### config.mk
export PLATFORM = sky130hd
export DESIGN_NAME = aux_uart_bridge
export DESIGN_NICKNAME = d
export VERILOG_FILES = /design/src/rtl/aux_uart_bridge.sv
export SDC_FILE = /design/constraint.sdc
export NUM_CORES = 1
export LEC_CHECK = 0
export BUFFER_PORTS_ARGS = -buffer_cell sky130_fd_sc_hd__buf_2
export CAP_MARGIN = 20
export CORE_MARGIN = 2
export CORE_UTILIZATION = 56
export CTS_BUF_LIST = sky130_fd_sc_hd__clkbuf_8
export DETAILED_ROUTE_END_ITERATION = 10
export GPL_ROUTABILITY_DRIVEN = 1
export PLACE_DENSITY_LB_ADDON = 0.25
export SLEW_MARGIN = 30
export SYNTH_ARGS = -nofsm -noshare
export SYNTH_HDL_FRONTEND = slang
export SYNTH_SLANG_ARGS = --single-unit
### constraint.sdc
create_clock -name clk -period 3.5 [get_ports clk]
set_clock_uncertainty 0.05 [all_clocks]
set_input_delay 0.175 -clock clk [delete_from_list [all_inputs] [get_ports clk]]
set_output_delay 0.175 -clock clk [all_outputs]
set_load 0.05 [all_outputs]
### src/rtl/aux_uart_bridge.sv
// Aux-bus peripheral bridging core register accesses to the uart byte streams.
// Holds TX/RX FIFOs, status/ctrl/prescale registers and a level interrupt.
module aux_uart_bridge #(
  parameter logic [15:0] BASE_ADDR      = 16'hFF00,
  parameter int          FIFO_AW        = 4,
  parameter logic [15:0] PRESCALE_RESET = 16'd1
) (
  input  logic        clk,
  input  logic        rst,
  input  logic [15:0] aux_adr_i,
  input  logic [7:0]  aux_dat_i,
  output logic [7:0]  aux_dat_o,
  output logic        aux_dat_oe,
  input  logic        aux_we_i,
  input  logic        aux_re_i,
  output logic [7:0]  tx_tdata,
  output logic        tx_tvalid,
  input  logic        tx_tready,
  input  logic [7:0]  rx_tdata,
  input  logic        rx_tvalid,
  output logic        rx_tready,
  output logic [15:0] prescale,
  output logic        irq_o
);

  localparam int DEPTH = 1 << FIFO_AW;

  logic [7:0]       r_tx_mem [DEPTH];
  logic [7:0]       r_rx_mem [DEPTH];
  logic [FIFO_AW:0] r_tx_wp, r_tx_rp, r_rx_wp, r_rx_rp;
  logic             r_we_q, r_re_q;
  logic             r_rx_ovf, r_tx_ovf, r_rx_ie, r_tx_ie, r_irq;
  logic [15:0]      r_prescale;

  logic [15:0] w_off;
  logic        w_hit, w_we_fire, w_re_fire;
  logic        w_tx_empty, w_tx_full, w_rx_empty, w_rx_full;
  logic        w_tx_pop, w_tx_push_req, w_tx_push;
  logic        w_rx_pop, w_rx_push;
  logic        w_wr_ctrl;
  logic [7:0]  w_status, w_rd_dat, w_rx_head;

  // Offset via modular subtraction so the window never relies on BASE_ADDR+4 fitting.
  assign w_off     = aux_adr_i - BASE_ADDR;
  assign w_hit     = (w_off < 16'd5);
  assign w_we_fire = aux_we_i & ~r_we_q & w_hit;
  assign w_re_fire = aux_re_i & ~r_re_q & w_hit;

  assign w_tx_empty = (r_tx_wp == r_tx_rp);
  assign w_tx_full  = (r_tx_wp[FIFO_AW] != r_tx_rp[FIFO_AW]) &&
                      (r_tx_wp[FIFO_AW-1:0] == r_tx_rp[FIFO_AW-1:0]);
  assign w_rx_empty = (r_rx_wp == r_rx_rp);
  assign w_rx_full  = (r_rx_wp[FIFO_AW] != r_rx_rp[FIFO_AW]) &&
                      (r_rx_wp[FIFO_AW-1:0] == r_rx_rp[FIFO_AW-1:0]);

  // A push into a full FIFO is still accepted when the head leaves in the same cycle.
  assign w_tx_pop      = ~w_tx_empty & tx_tready;
  assign w_tx_push_req = w_we_fire & (w_off[2:0] == 3'd0);
  assign w_tx_push     = w_tx_push_req & (~w_tx_full | w_tx_pop);
  assign w_rx_pop      = w_re_fire & (w_off[2:0] == 3'd0) & ~w_rx_empty;
  assign w_rx_push     = rx_tvalid & (~w_rx_full | w_rx_pop);
  assign w_wr_ctrl     = w_we_fire & (w_off[2:0] == 3'd2);

  assign w_rx_head = r_rx_mem[r_rx_rp[FIFO_AW-1:0]];
  assign w_status  = {2'b00, r_tx_ovf, r_irq, w_tx_empty, r_rx_ovf, ~w_tx_full, ~w_rx_empty};

  always_comb begin
    w_rd_dat = 8'h00;
    if (w_hit) begin
      case (w_off[2:0])
        3'd0:    w_rd_dat = w_rx_empty ? 8'h00 : w_rx_head;
        3'd1:    w_rd_dat = w_status;
        3'd2:    w_rd_dat = {6'b0, r_tx_ie, r_rx_ie};
        3'd3:    w_rd_dat = r_prescale[7:0];
        3'd4:    w_rd_dat = r_prescale[15:8];
        default: w_rd_dat = 8'h00;
      endcase
    end
  end

  assign aux_dat_oe = aux_re_i & w_hit & ~rst;
  assign aux_dat_o  = aux_dat_oe ? w_rd_dat : 8'h00;
  assign tx_tvalid  = ~w_tx_empty;
  assign tx_tdata   = r_tx_mem[r_tx_rp[FIFO_AW-1:0]];
  assign rx_tready  = 1'b1;
  assign prescale   = r_prescale;
  assign irq_o      = r_irq;

  always_ff @(posedge clk) begin
    if (w_tx_push) r_tx_mem[r_tx_wp[FIFO_AW-1:0]] <= aux_dat_i;
    if (w_rx_push) r_rx_mem[r_rx_wp[FIFO_AW-1:0]] <= rx_tdata;
  end

  always_ff @(posedge clk) begin
    if (rst) begin
      r_tx_wp    <= '0;
      r_tx_rp    <= '0;
      r_rx_wp    <= '0;
      r_rx_rp    <= '0;
      r_we_q     <= 1'b0;
      r_re_q     <= 1'b0;
      r_rx_ovf   <= 1'b0;
      r_tx_ovf   <= 1'b0;
      r_rx_ie    <= 1'b0;
      r_tx_ie    <= 1'b0;
      r_irq      <= 1'b0;
      r_prescale <= PRESCALE_RESET;
    end else begin
      r_we_q <= aux_we_i;
      r_re_q <= aux_re_i;
      if (w_tx_push) r_tx_wp <= r_tx_wp + 1'b1;
      if (w_tx_pop)  r_tx_rp <= r_tx_rp + 1'b1;
      if (w_rx_push) r_rx_wp <= r_rx_wp + 1'b1;
      if (w_rx_pop)  r_rx_rp <= r_rx_rp + 1'b1;
      // Sticky set beats a write-1 clear landing in the same cycle.
      r_tx_ovf <= (w_tx_push_req & ~w_tx_push) |
                  (r_tx_ovf & ~(w_wr_ctrl & aux_dat_i[3]));
      r_rx_ovf <= (rx_tvalid & ~w_rx_push) |
                  (r_rx_ovf & ~(w_wr_ctrl & aux_dat_i[2]));
      if (w_wr_ctrl) begin
        r_rx_ie <= aux_dat_i[0];
        r_tx_ie <= aux_dat_i[1];
      end
      if (w_we_fire && w_off[2:0] == 3'd3) r_prescale[7:0]  <= aux_dat_i;
      if (w_we_fire && w_off[2:0] == 3'd4) r_prescale[15:8] <= aux_dat_i;
      r_irq <= (r_rx_ie & ~w_rx_empty) | (r_tx_ie & w_tx_empty);
    end
  end

endmodule

==> impl_metrics.csv <==
group,metric,value,unit
drt,drc,0,
die,fp.coreArea,21800,sq um
flow_run,maxCapViolations,0,
global_routing,first_global_vias,7232,
worst_setup_path,cp_max_fo,13,
sta,slew_viol_final,0,
placement,io_buffers,72,
drt,ant_nets,0,
cts,cts_root_buffer,"clkbuf_8",
placement,dp_slack,0.805,ns
die,boundaryPins,74,
global_routing,grt_max_degree,47,
power,power_leakage,0.00492,uW
die,start_util,0.569,
cts,cts_max_path_buffers,3,
synthesis,async_reset_ff_frac,0,
drt,via_per_inst,6.03,
cts,clk_latency,0.55,ns
cts,htreeDepth,2,
status,outcome,"completed",
layout,final_area,14300,sq um
global_routing,grt_pass1_wl,42000,um
synthesis,ys_types,49,
power,irDropWorstVdd,0.337,mV
sta,final.setup.worst_slack,0.381,ns
worst_setup_path,startpoint_type,"flip-flop",
drt,dr.pass1.iters,7,
power,p_sw_frac,0.206,
global_routing,grt.overflow.total,0,
synthesis,postSynthNetCount,757,
die,row_count,54,
layout,diodes,0,
power,seqPwrFrac,0.562,
worst_setup_path,cp-end-kind,"primary output",
layout,layout.nets,891,
sta,fmax,0.321,GHz
sta,rsz0062_at_grt,"false",
sta,tns,0,ns
power,power.density,495,nW/um^2
cts,clock_sinks,307,
power,p_int,5620,uW
die,die_h,153,um
drt,wl_per_cell,23.3,um
placement,place_area,13200,sq um
placement,finalWeightedCongestion,0.902,
global_routing,antenna_found_initial,1,
sta,min_period,3.12,ns
layout,utilization,0.658,
die,fp.dieArea,23300,sq um
cts,clk_pin_slew,0.07,ns
sta,setup_viol,0,
synthesis,yosysSeqAreaShare,0.704,
drt,vias,6996,
synthesis,syn-instance-count,709,
min_path,hold_class,"in -> reg",
synthesis,avgSynthCellArea,17.5,sq um
global_routing,grt_usage,0.236,
cts,tritoncts,"done",
worst_setup_path,worstPathArrival,2.89,ns
synthesis,synth_area,12400,sq um
sta,fin_crit_sh,0.891,
sta,worst_pin_slew,0.958,ns
synthesis,synthFlopType,"edfxtp_1",
placement,place_hpwl,18000,um
drt,routed_wl,27100,um
worst_setup_path,critPathKind,"reg -> out",
drt,drtIter0Drc,664,
die,die_w,153,um
synthesis,synth_seq_cells,307,
sta,hold_viol,0,
sta,relSlewSlack,0.359,
cts,post_cts_buffers,0,
layout,layout-drive-gt1-share,0.295,
synthesis,synth_edf_count,256,
worst_setup_path,critPathRequiredTime,3.27,ns
cts,numCtsBuffers,47,
power,p_sw,1460,uW
layout,syn2layout_area_growth,15.6,%
power,combPwrFrac,0.026,
power,clkPwrFrac,0.412,
synthesis,yosysWarningCount,0,
-- final cells by class --
cell class	count	area [sq um]
Multi-Input combinational cell	356	3470
Clock inverter	35	225
Fill cell	1477	7440
Sequential cell	307	8710
Inverter	10	37.5
Tap cell	280	350
Clock buffer	52	716
Timing Repair Buffer	121	798
-- critical path, cell delays in order, from the launching register on --
cell and delay, ns:
dfxtp_2 0.60, buf_12 0.23, mux4_2 0.51, mux2_2 0.27, a21oi_1 0.33, o22ai_1 0.17
buf_2 0.24
-- stage by stage --
step	hold WS, ns	power, uW	instances
2_1_floorplan	0.224	4130	709
3_3_place_gp	0.350	4210	1056
3_5_place_dp	0.356	4220	1056
4_1_cts	0.0252	7130	1161
5_1_grt	0.0349	7300	1161
6_report	0.0315	7090	1161
-- placed cells by master (no fill, tap or decap), types with 6 or more instances in the layout --
master / n
nand2b_1: 7
nand2_1: 21
or3_1: 6
mux2i_1: 31
xnor2_1: 12
o22ai_1: 6
mux2_2: 8
dfxtp_1: 49
a21oi_1: 27
o21ai_0: 9
clkinv_1: 7
mux4_2: 72
clkbuf_8: 52
nand4_1: 8
edfxtp_1: 256
buf_4: 29
nor2_1: 70
buf_2: 72
nor3_1: 9
nand3_1: 15
dlygate4sd3_1: 18
inv_1: 28
ha_1: 10
-- repair_timing --
action | 4_1_cts | 5_1_grt
endpoints found under the hold margin | 205 | 0
hold buffers | 18 | 0
resized for setup | 0 | 0
-- Yosys cell counts, drive strengths merged (2+ instances only) --
library cell,n,area [sq um]
a32oi,2,17.5
xnor2,12,105
xor2,5,43.8
or3,7,48.8
mux4,72,1620
clkbuf,18,67.6
mux2,8,90.1
inv,10,37.5
edfxtp,256,7690
o21ai,9,45.0
dfxtp,51,1020
nor2,70,263
a21oi,27,135
o211ai,3,36.3
nor2b,5,31.3
a22oi,4,30.0
buf,18,88.8
nor3b,2,25.0
o31ai,2,15.0
nor3,10,55.1
ha,10,125
mux2i,31,310
a21o,2,15.0
nand2,21,78.8
o22ai,6,37.5
nand4,8,50.1
or2,2,12.5
nand2b,7,43.8
nand3,18,113
-- sequential cells by signal, indices dropped and copies added (netlist names), named ones only --
register	count
r_rx_ie	1
prescale	16
r_we_q	1
irq_o	1
r_rx_rp	5
r_rx_ovf	1
r_re_q	1
r_rx_mem	128
r_tx_ie	1
r_rx_wp	5
r_tx_wp	5
r_tx_mem	128
r_tx_rp	5
r_tx_ovf	1
-- final timing paths --
path / from / to / slack (ns) / cells after the start
min reg2reg: r_rx_ovf$_SDFF_PP0_ / r_rx_ovf$_SDFF_PP0_ / 0.46 / 2
min: aux_dat_i[5] / r_tx_mem[11][5]$_DFFE_PP_ / 0.03 / 1
max: flip-flop / aux_dat_o[4] / 0.38 / 6
max reg2reg: r_tx_wp[2]$_SDFFE_PP0P_ / r_tx_mem[15][7]$_DFFE_PP_ / 0.83 / 5
-- power by group through the flow --
stage	clock network, uW	registers (uW)	logic, uW
floorplan	0	4050	70.5
global placement	0	4060	159
CTS	2970	3980	184
finish	2920	3980	186
global route	3120	3980	203
detailed placement	0	4060	168
-- per-layer routing --
metal / vias to the layer above / part of all wire / wire [um] / track usage
met3: 44 / 0.088 / 2380 / 0.0486
li1: 3078 / - / - / -
met4: 0 / 0.023 / 620 / 0.0736
met1: 3517 / 0.42 / 11400 / 0.347
met5: - / 0 / 0 / 0
met2: 357 / 0.47 / 12700 / 0.362
-- cells by family after synthesis --
kind of cell             count (synthesis)  share of synthesized area
AO/OA/AOI/OAI                           61                     0.0315
adder cells (fa/ha/maj)                 10                     0.0101
buffers and inverters                   46                     0.0157
AND/OR/NAND/NOR                        156                     0.0634
multiplexers                           111                      0.163
other                                    1                   0.000303
XOR/XNOR                                17                     0.0120
flip-flops                             307                      0.704
Power figures use the tool's default switching activity.
